<file path="src/rtl/remap_reg_file.sv">
// Register file with a logical-to-physical map: swap any two logical regs, restore identity, debug counter.
// Latency: reads are combinational; writes, swaps and restores are visible on reads one cycle after the edge.
// Backpressure: none; every command completes in a single cycle, so the block is always ready.
module remap_reg_file #(
    parameter int W    = 8,
    parameter int NREG = 4,
    parameter int AW   = $clog2(NREG),
    parameter int CNTW = 8
) (
    input  logic            clk,
    input  logic            reset,
    input  logic [AW-1:0]   rd_addrA,
    input  logic [AW-1:0]   rd_addrB,
    input  logic            wr_en,
    input  logic [AW-1:0]   wr_addr,
    input  logic [W-1:0]    dat_in,
    input  logic            swap_en,
    input  logic [AW-1:0]   swap_a,
    input  logic [AW-1:0]   swap_b,
    input  logic            restore,
    output logic [W-1:0]    datA_out,
    output logic [W-1:0]    datB_out,
    output logic [AW-1:0]   phys_A,
    output logic            swapped,
    output logic [CNTW-1:0] swap_cnt
);

    logic [W-1:0]  data    [NREG];
    logic [AW-1:0] map     [NREG];
    logic [AW-1:0] map_nxt [NREG];
    logic          swap_hit;
    logic          map_nxt_ident;

    // Reads go through the current map; a write in the same cycle is not bypassed.
    assign phys_A   = map[rd_addrA];
    assign datA_out = data[map[rd_addrA]];
    assign datB_out = data[map[rd_addrB]];

    // Next map: restore beats swap, a self-swap is a no-op; also flag whether it is identity.
    always_comb begin
        swap_hit = swap_en && (swap_a != swap_b) && !restore;
        for (int i = 0; i < NREG; i++) begin
            map_nxt[i] = map[i];
        end
        if (restore) begin
            for (int i = 0; i < NREG; i++) begin
                map_nxt[i] = AW'(i);
            end
        end else if (swap_hit) begin
            map_nxt[swap_a] = map[swap_b];
            map_nxt[swap_b] = map[swap_a];
        end
        map_nxt_ident = 1'b1;
        for (int i = 0; i < NREG; i++) begin
            if (map_nxt[i] != AW'(i)) begin
                map_nxt_ident = 1'b0;
            end
        end
    end

    // State update; the write always targets the physical reg chosen by the pre-edge map.
    always_ff @(posedge clk) begin
        if (!reset) begin
            for (int i = 0; i < NREG; i++) begin
                data[i] <= '0;
                map[i]  <= AW'(i);
            end
            swapped  <= 1'b0;
            swap_cnt <= '0;
        end else begin
            if (wr_en) begin
                data[map[wr_addr]] <= dat_in;
            end
            for (int i = 0; i < NREG; i++) begin
                map[i] <= map_nxt[i];
            end
            swapped <= !map_nxt_ident;
            if (restore) begin
                swap_cnt <= '0;
            end else if (swap_hit && (swap_cnt != {CNTW{1'b1}})) begin
                swap_cnt <= swap_cnt + CNTW'(1);
            end
        end
    end

endmodule
</file>
<file path="config.mk">
export PLATFORM = sky130hd
export DESIGN_NAME = remap_reg_file
export DESIGN_NICKNAME = d
export VERILOG_FILES = /design/src/rtl/remap_reg_file.sv
export SDC_FILE = /design/constraint.sdc
export NUM_CORES = 1
export LEC_CHECK = 0
export ABC_AREA = 1
export ABC_CLOCK_PERIOD_IN_PS = 1900
export CAP_MARGIN = 0
export CORE_MARGIN = 2
export CORE_UTILIZATION = 30
export CTS_CLUSTER_SIZE = 28
export DETAILED_ROUTE_END_ITERATION = 10
export GPL_ROUTABILITY_DRIVEN = 0
export HOLD_SLACK_MARGIN = 0.03
export PLACE_DENSITY = 0.56
export SLEW_MARGIN = 20
export SYNTH_ARGS = -nofsm -noshare
export SYNTH_HDL_FRONTEND = slang
export SYNTH_SLANG_ARGS = --single-unit
</file>
<file path="constraint.sdc">
create_clock -name clk -period 1.9 [get_ports clk]
set_input_delay 0.19 -clock clk [delete_from_list [all_inputs] [get_ports clk]]
set_output_delay 0.19 -clock clk [all_outputs]
set_load 0.05 [all_outputs]
</file>
## Word level (Yosys, flattened, before mapping)

Memories as Yosys holds them, arrays and structs flattened.
Index checks and enable logic that the tools add are counted.

- Flip-flop bits (word level): 9
- RAM bits: 40
- Input port bits: 23
- Output and inout bits: 27
- Word-level logic and storage cells: 55
- Memories kept: 2

Memories:

| memory | words | width | read ports | clocked after Yosys merged registers in | write ports | line | RTL |
|---|---|---|---|---|---|---|---|
| data | 4 | 8 | 2 | 0 | 4 | 28 | `logic [W-1:0] data [NREG];` |
| map | 4 | 2 | 9 | 0 | 4 | 29 | `logic [AW-1:0] map [NREG];` |

- Add/subtract/negate cells: 1
- Magnitude comparators: 4
- Equality and inequality tests: 5
- Muxes and demuxes: 24
- Bitwise operators: 7
- Reductions and logical operators: 10

Operators with widths:

| operator | count |
|---|---|
| two-way mux 8 bit | 3 |
| bitwise mux 8 bit | 2 |
| two-way mux 2 bit | 7 |
| two-way mux 1 bit | 10 |
| adder 8 x 1 -> 8 bit, second input constant | 1 |
| demux 2 bit (select 2 bit) | 2 |
| != test 8 bit, second input constant | 1 |
| OR reduction 8 bit | 1 |
| >= comparator 3 bit, second input constant | 2 |
| less-than comparator 3 x 1 -> 1 bit, second input constant | 2 |
| inverter 2 -> 3 bit | 2 |
| logical AND 1 bit | 5 |
| != test 2 bit, second input constant | 2 |
| OR 1 bit | 4 |
| logical NOT 1 bit | 2 |
| != test 2 x 1 -> 1 bit, second input constant | 1 |
| != test 2 bit | 1 |
| nonzero test 2 bit | 1 |
| OR reduction 2 bit | 1 |
| inverter 1 bit | 1 |

## Logic depth before layout (Yosys ltp)

- Depth after elaboration: 15
- Mapped depth: 15

## Worst setup path after synthesis

No wires, ideal clock.

- Kind: reg2out
- Start: mem map[0][1] (netlist name)
- End: out datA_out[0]
- Arrival: 2.116 ns
- Slack: -0.406 ns
- Stages on the path, launching flop included: 7
- Buffers on the path: 0
- Cell sequence: dfxtp_1 inv_1 a21oi_1 o21ai_0 nand2_1 inv_1 a31oi_1

RTL lines:

| what | line | RTL |
|---|---|---|
| start: declaration | 29 |  |
| end: declaration | 21 | `output logic [W-1:0] datA_out,` |

==> reports/qor.txt <==
CP required - 1.71 ns
Clock power share - 20.6%
Clk Latency, worst-skew pair - 0.30 ns
First-pass GRT wire length - 15700 um
Compound-Gate Fraction of Synth Area - 18.0%
Run status - finished, violations left
Worst Tran Pin Value - 0.497 ns
Largest net degree at the start of global routing - 17
Setup Crit Path Kind - flip-flop to output pin
Internal - 1.94 mW
Final net count - 551
Clk Tree Root Cell - clkbuf_8
Hold Crit Class - flip-flop to flip-flop
Mux share of post-synthesis cell area - 0%
Die Y - 105 um
Clock Skews - 0.00421 ns
Total wire length - 9580 um
# clock sinks - 49
Multi-input gate area - 1960 um^2
IO Count - 50
CTS tree - built
Vias in the first global route - 3118
Most common cell after layout, fill and taps aside - nand2_1
Share of synthesized cell area in and, or, nand and nor gates - 30.3%
Setup TNS - -0.567 ns
Starting Density - 31.0%
Max frequency - 0.509 GHz
All-layer global routing usage - 17.8%
Cell area after synthesis - 3040 um^2
# rows - 36
Post-DP HPWL - 7130 um
Htree depth - 2
Antenna Cells - 0
Pwr Total - 3.06 mW
Syn Inst Count - 428
Slew Viols, Final - 0
Reg area - 1310 um^2
Worst vdd ir - 256 uV
Die area - 11000 um^2
Top post-synthesis cells by area - edfxtp_1 (32%), nand2_1 (16%), dfxtp_1 (11%), a21oi_1 (7.1%), nor2_1 (6.3%)
Clock Tree Buf Depth - 2
Synth Register Bits - 49
Number of port buffers - 49
Min cycle time layout - 1.96 ns
Sequential element share of the synthesized area - 42.7%
Sw Ratio - 36.4%
Syn nets - 452
Most frequent cells in the layout - nand2_1 (126), nor2_1 (51), buf_4 (43)
GRT overflow - 0
PD cells - 637 nW/um^2
Critical Path Fanout Max - 6
XOR/XNOR Fraction of Synth Area - 0%
Synth cell types - 34
Initial antenna violation count - 0
Logic pwr share - 39.1%
# fillers - 991
Via density - 4.82
Flop pwr share - 40.3%
Pleak - 1.95 nW
Final hold vios - 0
Max_slew headroom - 66.8%
Violated checks - setup timing
DR WL/cell - 14.5 um
WP data arrival - 1.77 ns
Area share of the largest cell type after synthesis - 31.6%
Cell taking the most area after synthesis - edfxtp_1
P_sw - 1.11 mW
Ys Warns - 0
Max Cap Viol - 0
Die W - 105 um
Clock Pin Slew Worst Setup and Hold Paths - 0.09 ns
Final period util - 103%
Share of cells above drive strength 1 - 30.9%
Main combinational cell family by area after synthesis - simple AND/OR/NAND/NOR gates
Final setup viols - 16
Worst setup margin - -0.0635 ns
Post-Synth Adder-Cell Area - 0.411%
Avg Inst Size Synth - 7.11 um^2
Via count - 3184
Detailed Route Iter0 Violations - 180
Core Region - 9820 um^2
DRC viols - 0
Crit end category - output pin
Drt first pass iters - 7
Post-DRT Antenna Nets - 0
Crit path launch type - flip-flop
TritonCTS buffer count - 5
Unrepaired setup endpoints after global routing - true
Area Overhead vs Synth - 57.5%
## layer usage
| metal | share of wire, % | track usage [%] | up-vias |
|---|---|---|---|
| li1 | - | - | 1628 |
| met1 | 47 | 24.4 | 1468 |
| met2 | 47 | 29.2 | 80 |
| met3 | 4.4 | 2.37 | 8 |
| met4 | 1.2 | 5.24 | 0 |
| met5 | 0 | 0 | - |
## what timing repair did
item | 4_1_cts | 5_1_grt
hold buffers | 0 | 0
gates cloned | 2 | 0
gates resized for setup | 82 | 30
setup buffers | 5 | 3
pin swaps | 10 | 9
hold endpoints to repair | 0 | 0
setup endpoints to repair | 17 | 17
## cells by family after synthesis
| logic type | count (synthesis) |
|---|---|
| AND/OR/NAND/NOR | 216 |
| AO/OA/AOI/OAI | 101 |
| buffers and inverters | 61 |
| flip-flops | 49 |
| adder cells (fa/ha/maj) | 1 |
## power groups by stage
stage	Combinational, mW	Clock (mW)	Sequential (mW)
after floorplan	0.586	0	1.25
after global placement	0.997	0	1.25
after detailed placement	1.01	0	1.25
after CTS	1.12	0.651	1.23
after global routing	1.27	0.687	1.24
final	1.20	0.629	1.23
## worst max-delay path: stages (launching register included)
cell	delay [ns]
dfxtp_2	0.36
inv_4	0.05
o211ai_1	0.17
buf_4	0.19
nand2_4	0.11
buf_6	0.17
a21oi_2	0.20
a31oi_4	0.05
buf_12	0.16
## final timing paths
| kind | start | to | slack (ns) | cells past startpoint |
|---|---|---|---|---|
| hold / removal | swap_cnt[4] | swap_cnt[4] | 0.52 | 1 |
| setup / recovery | map[3][0] | datB_out[6] | -0.06 | 8 |
| setup reg to reg | map[1][0] | data[2][2] | 0.22 | 6 |
| hold reg to reg | swap_cnt[4] | swap_cnt[4] | 0.52 | 1 |
## sequential cells by signal, summed over array words and instances (netlist names)
| signal | flops |
|---|---|
| map | 8 |
| swapped | 1 |
| swap_cnt | 8 |
| data | 32 |
## area by class of cell
cell class | instances | share of cell area (%)
clock buffer | 5 | 1.43
multi-input combinational | 320 | 40.8
sequential | 49 | 27.4
timing repair buffer | 101 | 22.0
tap | 133 | 3.47
clock inverter | 3 | 0.470
inverter | 50 | 4.46
## stage by stage
step                      instances  instance area [um^2]  util, %  setup slack (ns)  hold slack, ns
after floorplan                 428                  3230        -            0.0333           0.371
after global placement          643                  4260     43.4            -0.293           0.496
after detailed placement        643                  4260     43.4            -0.329           0.502
after CTS                       658                  4610     46.9           -0.0344           0.522
after global routing            661                  4800     48.8            -0.171           0.549
final                           661                  4800     48.8           -0.0635           0.521
## synthesized netlist by cell type
cell type and instances:
a21oi_1 43, a21oi_2 1, a31oi_1 16, and3_1 1, buf_2 5, buf_4 2, buf_6 2, clkbuf_1 1
clkbuf_2 1, clkinv_1 1, clkinv_2 1, dfxtp_1 17, edfxtp_1 32, ha_1 1, inv_1 45, inv_2 3
nand2_1 130, nand2_2 2, nand2_4 1, nand3_1 17, nand3_2 1, nand3b_1 1, nor2_1 51, nor2_4 1
nor3_1 1, nor3_2 8, o211ai_1 3, o21a_1 2, o21ai_0 33, o21ai_1 1, o21bai_2 1, o22ai_1 1
or2_1 1, or3_1 1
No activity file was read; power rests on OpenSTA's default activity.
